$ cat src/rtl/reg_file_sb_pkg.sv
// Shared defaults and types for the parametrised register file with load scoreboard.
package reg_file_pkg;
  localparam int DEF_DATA_W   = 8;
  localparam int DEF_NUM_REGS = 8;
  localparam int DEF_ADDR_W   = $clog2(DEF_NUM_REGS);
  localparam int DEF_RS_W     = 2;

  typedef logic [DEF_DATA_W-1:0] data_t;
  typedef logic [DEF_ADDR_W-1:0] reg_idx_t;

  typedef enum logic {
    SB_IDLE = 1'b0,
    SB_PEND = 1'b1
  } sb_state_e;
endpackage

$ cat src/rtl/reg_file_sb_if.sv
// Pipeline-side bus of the register file: decode reads, writeback ports and load handshake.
interface reg_file_sb_if
  import reg_file_pkg::*;
#(
  parameter int DATA_W = DEF_DATA_W,
  parameter int ADDR_W = DEF_ADDR_W,
  parameter int RS_W   = DEF_RS_W
) ();
  logic [RS_W-1:0]   rs;
  logic [ADDR_W-1:0] rt;
  logic [DATA_W-1:0] rs_val_o;
  logic [DATA_W-1:0] rt_val_o;
  logic              write_enable;
  logic [ADDR_W-1:0] wr_addr;
  logic [DATA_W-1:0] write_data;
  logic              cout_write_enable;
  logic [DATA_W-1:0] cout_data;
  logic              ld_issue;
  logic [ADDR_W-1:0] ld_dest;
  logic              ld_valid;
  logic [DATA_W-1:0] ld_data;
  logic              ld_busy_o;
  logic              hazard_o;

  modport master (
    output rs, rt, write_enable, wr_addr, write_data, cout_write_enable, cout_data,
           ld_issue, ld_dest, ld_valid, ld_data,
    input  rs_val_o, rt_val_o, ld_busy_o, hazard_o
  );

  modport slave (
    input  rs, rt, write_enable, wr_addr, write_data, cout_write_enable, cout_data,
           ld_issue, ld_dest, ld_valid, ld_data,
    output rs_val_o, rt_val_o, ld_busy_o, hazard_o
  );
endinterface

$ cat src/rtl/reg_file_sb_ld_scoreboard.sv
// Single-entry load scoreboard: tracks one outstanding load and flags hazards against it.
//   state   | meaning
//   SB_IDLE | no load outstanding, ld_valid ignored
//   SB_PEND | load outstanding, pend_q holds its destination register
module ld_scoreboard
  import reg_file_pkg::*;
#(
  parameter int ADDR_W = DEF_ADDR_W,
  parameter int RS_W   = DEF_RS_W
) (
  input  logic              clk,
  input  logic              reset,
  input  logic              ld_issue_i,
  input  logic [ADDR_W-1:0] ld_dest_i,
  input  logic              ld_valid_i,
  input  logic [RS_W-1:0]   rs_i,
  input  logic [ADDR_W-1:0] rt_i,
  input  logic              write_enable_i,
  input  logic [ADDR_W-1:0] wr_addr_i,
  output logic              ld_busy_o,
  output logic [ADDR_W-1:0] pend_o,
  output logic              hazard_o
);
  sb_state_e         state_q;
  logic [ADDR_W-1:0] pend_q;

  always_ff @(posedge clk or posedge reset) begin
    if (reset) begin
      state_q <= SB_IDLE;
      pend_q  <= '0;
    end else begin
      case (state_q)
        SB_IDLE: begin
          if (ld_issue_i) begin
            state_q <= SB_PEND;
            pend_q  <= ld_dest_i;
          end
        end
        SB_PEND: begin
          // a return with a fresh issue chains straight into the next load
          if (ld_valid_i) begin
            if (ld_issue_i) pend_q <= ld_dest_i;
            else            state_q <= SB_IDLE;
          end
        end
        default: state_q <= SB_IDLE;
      endcase
    end
  end

  assign ld_busy_o = (state_q == SB_PEND);
  assign pend_o    = pend_q;
  assign hazard_o  = ld_busy_o && ((ADDR_W'(rs_i) == pend_q) || (rt_i == pend_q) ||
                                   (write_enable_i && (wr_addr_i == pend_q)));

`ifndef SYNTHESIS
  a_no_issue_while_pend: assert property (@(posedge clk) disable iff (reset)
    (state_q == SB_PEND && ld_issue_i) |-> ld_valid_i)
    else $error("ld_issue while a load is already pending");
`endif
endmodule

$ cat src/rtl/reg_file_sb.sv
// Parametrised two-read register file with carry port, optional write bypass and load writeback.
module reg_file_sb
  import reg_file_pkg::*;
#(
  parameter int DATA_W   = DEF_DATA_W,
  parameter int NUM_REGS = DEF_NUM_REGS,
  parameter int RS_W     = DEF_RS_W,
  parameter int COUT_IDX = NUM_REGS - 1,
  parameter int BYPASS   = 1
) (
  input logic         clk,
  input logic         reset,
  reg_file_sb_if.slave bus
);
  localparam int ADDR_W = $clog2(NUM_REGS);
  localparam logic [ADDR_W-1:0] COUT_ADDR = ADDR_W'(COUT_IDX);

  logic [DATA_W-1:0] rf_q [NUM_REGS];
  logic [DATA_W-1:0] rf_d [NUM_REGS];
  logic              ld_busy;
  logic [ADDR_W-1:0] ld_pend;
  logic              ld_wr_en;
  logic [ADDR_W-1:0] rs_addr;

  ld_scoreboard #(.ADDR_W(ADDR_W), .RS_W(RS_W)) u_sb (
    .clk            (clk),
    .reset          (reset),
    .ld_issue_i     (bus.ld_issue),
    .ld_dest_i      (bus.ld_dest),
    .ld_valid_i     (bus.ld_valid),
    .rs_i           (bus.rs),
    .rt_i           (bus.rt),
    .write_enable_i (bus.write_enable),
    .wr_addr_i      (bus.wr_addr),
    .ld_busy_o      (ld_busy),
    .pend_o         (ld_pend),
    .hazard_o       (bus.hazard_o)
  );

  assign ld_wr_en = bus.ld_valid && ld_busy;

  // later assignments win: load < cout < primary
  always_comb begin
    rf_d = rf_q;
    if (!reset) begin
      if (ld_wr_en)              rf_d[ld_pend]   = bus.ld_data;
      if (bus.cout_write_enable) rf_d[COUT_ADDR] = bus.cout_data;
      if (bus.write_enable)      rf_d[bus.wr_addr] = bus.write_data;
    end
  end

  always_ff @(posedge clk or posedge reset) begin
    if (reset) begin
      for (int i = 0; i < NUM_REGS; i++) rf_q[i] <= '0;
    end else begin
      rf_q <= rf_d;
    end
  end

  assign rs_addr = ADDR_W'(bus.rs);

  generate
    if (BYPASS != 0) begin : g_bypass
      assign bus.rs_val_o = rf_d[rs_addr];
      assign bus.rt_val_o = rf_d[bus.rt];
    end else begin : g_no_bypass
      assign bus.rs_val_o = rf_q[rs_addr];
      assign bus.rt_val_o = rf_q[bus.rt];
    end
  endgenerate

  assign bus.ld_busy_o = ld_busy;
endmodule

$ cat src/flat_wrapper.sv
// flat-port wrapper written by rule: the top's interface ports become plain ports
module reg_file_sb_flat import reg_file_pkg::*;
#(
  parameter int DATA_W   = DEF_DATA_W,
  parameter int NUM_REGS = DEF_NUM_REGS,
  parameter int RS_W     = DEF_RS_W,
  parameter int COUT_IDX = NUM_REGS - 1,
  parameter int BYPASS   = 1
)
  (clk, reset, bus_rs, bus_rt, bus_write_enable, bus_wr_addr, bus_write_data, bus_cout_write_enable, bus_cout_data, bus_ld_issue, bus_ld_dest, bus_ld_valid, bus_ld_data, bus_rs_val_o, bus_rt_val_o, bus_ld_busy_o, bus_hazard_o);
  reg_file_sb_if #(.DATA_W(DATA_W), .RS_W(RS_W)) bus_i ();
  input logic clk;
  input logic reset;
  input wire logic [$bits(bus_i.rs)-1:0] bus_rs;
  input wire logic [$bits(bus_i.rt)-1:0] bus_rt;
  input wire logic [$bits(bus_i.write_enable)-1:0] bus_write_enable;
  input wire logic [$bits(bus_i.wr_addr)-1:0] bus_wr_addr;
  input wire logic [$bits(bus_i.write_data)-1:0] bus_write_data;
  input wire logic [$bits(bus_i.cout_write_enable)-1:0] bus_cout_write_enable;
  input wire logic [$bits(bus_i.cout_data)-1:0] bus_cout_data;
  input wire logic [$bits(bus_i.ld_issue)-1:0] bus_ld_issue;
  input wire logic [$bits(bus_i.ld_dest)-1:0] bus_ld_dest;
  input wire logic [$bits(bus_i.ld_valid)-1:0] bus_ld_valid;
  input wire logic [$bits(bus_i.ld_data)-1:0] bus_ld_data;
  output wire logic [$bits(bus_i.rs_val_o)-1:0] bus_rs_val_o;
  output wire logic [$bits(bus_i.rt_val_o)-1:0] bus_rt_val_o;
  output wire logic [$bits(bus_i.ld_busy_o)-1:0] bus_ld_busy_o;
  output wire logic [$bits(bus_i.hazard_o)-1:0] bus_hazard_o;
  assign bus_i.rs = bus_rs;
  assign bus_i.rt = bus_rt;
  assign bus_i.write_enable = bus_write_enable;
  assign bus_i.wr_addr = bus_wr_addr;
  assign bus_i.write_data = bus_write_data;
  assign bus_i.cout_write_enable = bus_cout_write_enable;
  assign bus_i.cout_data = bus_cout_data;
  assign bus_i.ld_issue = bus_ld_issue;
  assign bus_i.ld_dest = bus_ld_dest;
  assign bus_i.ld_valid = bus_ld_valid;
  assign bus_i.ld_data = bus_ld_data;
  assign bus_rs_val_o = bus_i.rs_val_o;
  assign bus_rt_val_o = bus_i.rt_val_o;
  assign bus_ld_busy_o = bus_i.ld_busy_o;
  assign bus_hazard_o = bus_i.hazard_o;
  reg_file_sb #(.DATA_W(DATA_W), .NUM_REGS(NUM_REGS), .RS_W(RS_W), .COUT_IDX(COUT_IDX), .BYPASS(BYPASS)) u_core (.clk(clk), .reset(reset), .bus(bus_i));
endmodule
$ cat config.mk
export PLATFORM = sky130hd
export DESIGN_NAME = reg_file_sb_flat
export DESIGN_NICKNAME = d
export VERILOG_FILES = /design/src/rtl/reg_file_sb_pkg.sv /design/src/rtl/reg_file_sb_if.sv /design/src/rtl/reg_file_sb_ld_scoreboard.sv /design/src/rtl/reg_file_sb.sv /design/src/flat_wrapper.sv
export SDC_FILE = /design/constraint.sdc
export NUM_CORES = 1
export LEC_CHECK = 0
export BUFFER_PORTS_ARGS = -buffer_cell sky130_fd_sc_hd__clkbuf_2
export CORE_UTILIZATION = 45
export CTS_CLUSTER_DIAMETER = 150
export DETAILED_ROUTE_END_ITERATION = 8
export PLACE_DENSITY_LB_ADDON = 0.12
export RECOVER_POWER = 50
export REMOVE_ABC_BUFFERS = 1
export SLEW_MARGIN = 20
export SYNTH_ARGS = -nofsm -noshare
export SYNTH_HDL_FRONTEND = slang
export SYNTH_SLANG_ARGS = --single-unit
$ cat constraint.sdc
create_clock -name clk -period 4.1 [get_ports clk]
set_input_delay 0.41 -clock clk [delete_from_list [all_inputs] [get_ports clk]]
set_output_delay 0.41 -clock clk [all_outputs]
set_load 0.02 [all_outputs]
==> results of run 1 <==
-- final cells by class --
class                      count  area, um^2
timing repair buffer          65         334
inverter                      16        60.1
fill                         909        4420
sequential                    68        1700
multi-input combinational    341        2370
clock buffer                  11         151
clock inverter                 5        83.8
tap                          129         161
-- per-stage QoR --
| step | hold WS (ns) | setup slack, ns | std cells |
|---|---|---|---|
| 3_3_place_gp | 0.449 | 0.962 | 619 |
| 5_1_grt | 0.261 | 0.397 | 635 |
| 4_1_cts | 0.253 | 0.732 | 635 |
| 6_report | 0.259 | 0.584 | 635 |
| 2_1_floorplan | 0.433 | 0.189 | 425 |
| 3_5_place_dp | 0.453 | 0.889 | 619 |
-- synthesized netlist by cell type, drive strengths merged, types with 3 or more instances --
cell type	n	area, um^2
or2	4	25.0
mux2i	4	40.0
a21boi	4	30.0
a222oi	3	30.0
a211oi	3	22.5
dfrtp	68	1700
clkbuf	19	71.3
a21oi	9	45.0
nand4b	4	50.1
o221a	21	236
nand2	32	120
and3	7	43.8
nand4	3	18.8
nand3	9	45.0
mux4	8	180
and4b	3	30.0
a22oi	9	67.6
a32oi	4	35.0
o21ai	8	40.0
o22ai	36	231
nor4bb	4	40.0
xnor2	6	52.6
a21o	3	22.5
o32ai	5	51.3
nor2	60	225
nand2b	9	56.3
nor2b	3	18.8
a221oi	3	26.3
or3	20	125
buf	20	115
or3b	3	28.8
mux2	3	33.8
a211o	4	35.0
o2111a	3	33.8
inv	16	60.1
o21a	4	30.0
o31ai	4	30.0
nor3	12	60.1
-- path summary, 6_finish.rpt --
check,endpoint,depth (start not counted),slack [ns],from
max in group asynchronous,u_core.rf_q[26],3,1.68,reset
min in group asynchronous,u_core.rf_q[39],2,0.47,reset
hold reg to reg,u_core.rf_q[23],2,0.47,u_core.rf_q[23]
setup / recovery,bus_rt_val_o[0],7,0.58,u_core.u_sb.pend_o[1]
hold / removal,u_core.u_sb.ld_busy_o,2,0.26,bus_ld_issue
setup reg to reg,u_core.rf_q[17],4,1.93,u_core.u_sb.pend_o[1]
-- logic make-up (layout without fill, tap and decap cells) --
group | after synthesis | after routing | synth area share
AO/OA/AOI/OAI | 133 | 133 | 0.247
XOR/XNOR | 8 | 8 | 0.0162
buffers and inverters | 55 | 97 | 0.0569
flip-flops | 68 | 68 | 0.393
multiplexers | 15 | 15 | 0.0587
AND/OR/NAND/NOR | 185 | 185 | 0.229
-- power by group through the flow --
stage          Combinational [mW]  Clock [mW]  Sequential (mW)
2_1_floorplan               0.538           0            0.950
3_3_place_gp                0.760           0            0.967
3_5_place_dp                0.773           0            0.970
4_1_cts                     0.776       0.670            0.961
5_1_grt                     0.856       0.693            0.982
6_report                    0.780       0.659            0.964
-- routing by layer --
metal	wire, um	vias to the layer above
li1	-	1851
met1	6010	1971
met2	6650	228
met3	1100	26
met4	325	0
met5	0	-
-- flip-flops by register name, indices dropped and copies added, names as in the netlist --
name and count:
u_core.u_sb.pend_o 3, u_core.rf_q 64, u_core.u_sb.ld_busy_o 1
==> metrics, run 1 <==
row count=35; final wirelength=14100 um; Worst EP arrival=3.11 ns; WP buf/inv=1; H-tree levels=3; Distinct cells, synth=65; Syn Area/Cell=9.33 um^2; Power, Total=2.40 mW; RePlAce Congestion=0.883; initial antenna violation count=0; Buffers on Ports=58; fin crit share=0.857; CTS Sinks=68; Core Box Area=9280 um^2; top_reg_cell synth=dfrtp_1; power per cell area=494 nW/um^2; sequential share of power=0.401; Die Ht=100 um; largest net degree at the start of global routing=29; Setup Fix Bufs, Post-CTS=0; Initial Util=0.466; hpwl dp=10200 um; Seq/Total Area, Yosys=0.393; commonest cells after routing, fill and taps aside=dfrtp_1 (68), nor2_1 (60), clkbuf_2 (57); num ports=59; area of the mapped netlist=4330 um^2; Sw Pwr=0.819 mW; failing checks=max-capacitance violations, max-slew violations; RSZ-0062 raised after global routing=no; Final Hold Fails=0; Clock power frac=0.274; via count=4076; Crit. End Element=output pin; Int Pwr=1.58 mW; slowest CP cell=o22ai_1; Async SR Flop Fraction=1.00; Comb pwr share=0.325; max cap viols=1; Routed wire per std cell=22.2 um; Worst Tran Pin Value=1.62 ns; P&R area growth vs syn=12.4%; status=complete, but fails checks; CTS max path bufs=2; placed inst area=4650 um^2; Clk Latency, worst-skew pair=0.35 ns; root buf cell=clkbuf_8; Max Slew Vio Count=29; Die Wd=100 um; Die ar.=10000 um^2; leading cell type in the layout, fill and taps excluded=dfrtp_1; Yosys reg bits=68; Inserted Diodes=0; Worst-path clk slew=0.08 ns; worst-path cell chain=nand4_1 > o22ai_1 > o221a_2 > mux2i_1 > o2111a_1 > nor3_1 > clkbuf_2; final instance area=4870 um^2; crit-path leading delay family=compound AO/OA/AOI/OAI gates; Worst Setup Start Kind=register; Fmax=0.284 GHz; CTS tree=done; clock skew after layout=0.00704 ns; met1 Track Usage GR=0.408; Layout Utilization=0.524; share of layout cells above drive strength 1=0.235; global routing's busiest layer=met2; GR Layer Usage met2=0.486; Syn Inst Count=464; met3 usage=0.0474; number of remaining DRC errors=0; min cycle time layout=3.52 ns; worst min path class=in2reg; Post-CTS Hold Buffers=0; grt ovf=0; # resized after CTS=0; GRT Overall Usage=0.299; Synth Warn #=0; endpoints failing setup=0; number of flops mapped to enable cells by yosys=0; vias in the first global route=4101; via/cell ratio=6.42; switching share of total power=0.341; Max IR drop VDD=279 uV; Slew headroom=-0.0795; CTS Buf Count=9; drt first pass iters=5; crit-path max FO=10; Initial DRC Count=281; # nets final=542; WS Path Type=reg2out; first-pass GRT wire length=22600 um; cell leakage power=2.02 nW; Worst EP required=3.69 ns; setup TNS=0 ns; Critical Path Max Stage Delay=0.79 ns; ANT nets after route=0
(Power assumes the default switching activity.)
==> run 2: changes to the inputs <==
--- a/config.mk
+++ b/config.mk
@@ -6,6 +6,7 @@
 export NUM_CORES = 1
 export LEC_CHECK = 0
 export BUFFER_PORTS_ARGS = -buffer_cell sky130_fd_sc_hd__clkbuf_2
+export CAP_MARGIN = 10
 export CORE_UTILIZATION = 45
 export CTS_CLUSTER_DIAMETER = 150
 export DETAILED_ROUTE_END_ITERATION = 8
==> constraint.sdc (replaced) <==
create_clock -name clk -period 4.1 [get_ports clk]
set_input_delay 0.615 -clock clk [delete_from_list [all_inputs] [get_ports clk]]
set_output_delay 0.615 -clock clk [all_outputs]
set_load 0.02 [all_outputs]
==> metrics, run 2 (same netlist as run 1, synthesis figures left out) <==
Crit. End Element=output pin; root buf cell=clkbuf_8; via/cell ratio=6.56; row count=35; Fmax=0.262 GHz; Buffers on Ports=58; Initial Util=0.466; initial antenna violation count=0; Comb pwr share=0.349; CTS Buf Count=9; hold slack=0.467 ns; multi-input logic area=2370 um^2; worst min path class=in2reg; H-tree levels=3; Post-CTS Hold Buffers=0; final wirelength=14100 um; min cycle time layout=3.82 ns; Worst Setup Start Kind=input port; status=finished, final reports clean; Clock power frac=0.219; Slew headroom=0.246; Die Ht=100 um; RePlAce Congestion=0.899; Max IR drop VDD=235 uV; Worst EP arrival=3.21 ns; final instance area=4820 um^2; vias in the first global route=4038; Max Slew Vio Count=0; power per cell area=463 nW/um^2; hpwl dp=10200 um; setup TNS=0 ns; largest net degree at the start of global routing=44; register area=1700 um^2; drt first pass iters=7; ANT nets after route=0; Final Hold Fails=0; CTS tree=done; setup ws final=0.280 ns; post-place setup slack=0.572 ns; placed inst area=4680 um^2; Worst Tran Pin Value=1.13 ns; Worst-path clk slew=0.08 ns; Largest Register=u_core.rf_q; Sw Pwr=0.811 mW; Clk Latency, worst-skew pair=0.35 ns; Die Wd=100 um; cell leakage power=2.01 nW; WS Path Type=in2out; num ports=59; # nets final=547; GRT Overall Usage=0.298; CTS Sinks=68; crit-path max FO=13; sequential share of power=0.432; endpoints failing setup=0; RSZ-0062 raised after global routing=no; max FFs per register=64; commonest cells after routing, fill and taps aside=dfrtp_1 (68), nor2_1 (60), clkbuf_2 (57); # resized after CTS=0; switching share of total power=0.363; CTS max path bufs=2; Int Pwr=1.42 mW; leading cell type in the layout, fill and taps excluded=dfrtp_1; first-pass GRT wire length=22600 um; share of layout cells above drive strength 1=0.237; grt ovf=0; Worst EP required=3.48 ns; clock skew after layout=0.00880 ns; Setup Fix Bufs, Post-CTS=0; Initial DRC Count=315; max cap viols=0; Routed wire per std cell=22.1 um; Inserted Diodes=0; filler cell count=914; number of remaining DRC errors=0; via count=4192; Core Box Area=9280 um^2; fin crit share=0.932; Die ar.=10000 um^2; P&R area growth vs syn=11.4%
==> run 2: changes by cell type in the layout (fill, tap and decap cells not counted), moves of 2 or more <==
cell / previous run / this run
buf_4: 5 / 10
bufinv_16: 2 / 0
clkbuf_8: 11 / 9
clkinv_2: 0 / 3
==> run 2: layout make-up <==
class	count	area share
Multi-Input combinational cell	341	0.492
Inverter	16	0.0124
Sequential cell	68	0.353
Timing Repair Buffer	70	0.0770
Clock inverter	5	0.00622
Clock buffer	10	0.0265
Tap cell	129	0.0335
==> run 2: layer usage <==
layer | global-route usage | routed length, um | vias to the layer above
met5 | 0 | 0 | -
met4 | 0.0903 | 248 | 0
met3 | 0.0411 | 1120 | 21
met2 | 0.472 | 6590 | 223
met1 | 0.427 | 6170 | 2099
li1 | - | - | 1849
==> run 2: path summary, 6_finish.rpt <==
kind                                            start                     to  slack [ns]  cells past startpoint
worst max-delay path                            reset        bus_rt_val_o[2]        0.28                      8
worst min-delay path                     bus_ld_issue  u_core.u_sb.ld_busy_o        0.47                      2
worst max register to register  u_core.u_sb.pend_o[1]        u_core.rf_q[43]        1.88                      4
worst min register to register        u_core.rf_q[20]        u_core.rf_q[20]        0.47                      2
max in group asynchronous                       reset        u_core.rf_q[53]        1.93                      4
min in group asynchronous                       reset        u_core.rf_q[54]        0.67                      3
==> run 2: worst max-delay path, cell delays in order <==
cell and delay (ns):
clkbuf_1 0.20, or3b_1 0.61, o2bb2ai_1 0.69, o221a_2 0.35, mux2i_1 0.07, o2111a_1 0.27
nor3_1 0.18, clkbuf_2 0.21
==> run 2: per-stage QoR <==
| step | power (mW) | instances | utilization |
|---|---|---|---|
| after floorplan | 1.49 | 425 | - |
| after global placement | 1.73 | 624 | 0.505 |
| after detailed placement | 1.75 | 624 | 0.505 |
| after CTS | 2.23 | 639 | 0.522 |
| after global routing | 2.35 | 639 | 0.520 |
| final | 2.23 | 639 | 0.520 |
==> run 2: power groups by stage <==
| stage | clock network, mW | logic (mW) | registers (mW) |
|---|---|---|---|
| floorplan | 0 | 0.538 | 0.950 |
| global placement | 0 | 0.762 | 0.968 |
| detailed placement | 0 | 0.774 | 0.973 |
| CTS | 0.490 | 0.778 | 0.962 |
| global route | 0.518 | 0.852 | 0.985 |
| finish | 0.488 | 0.779 | 0.965 |
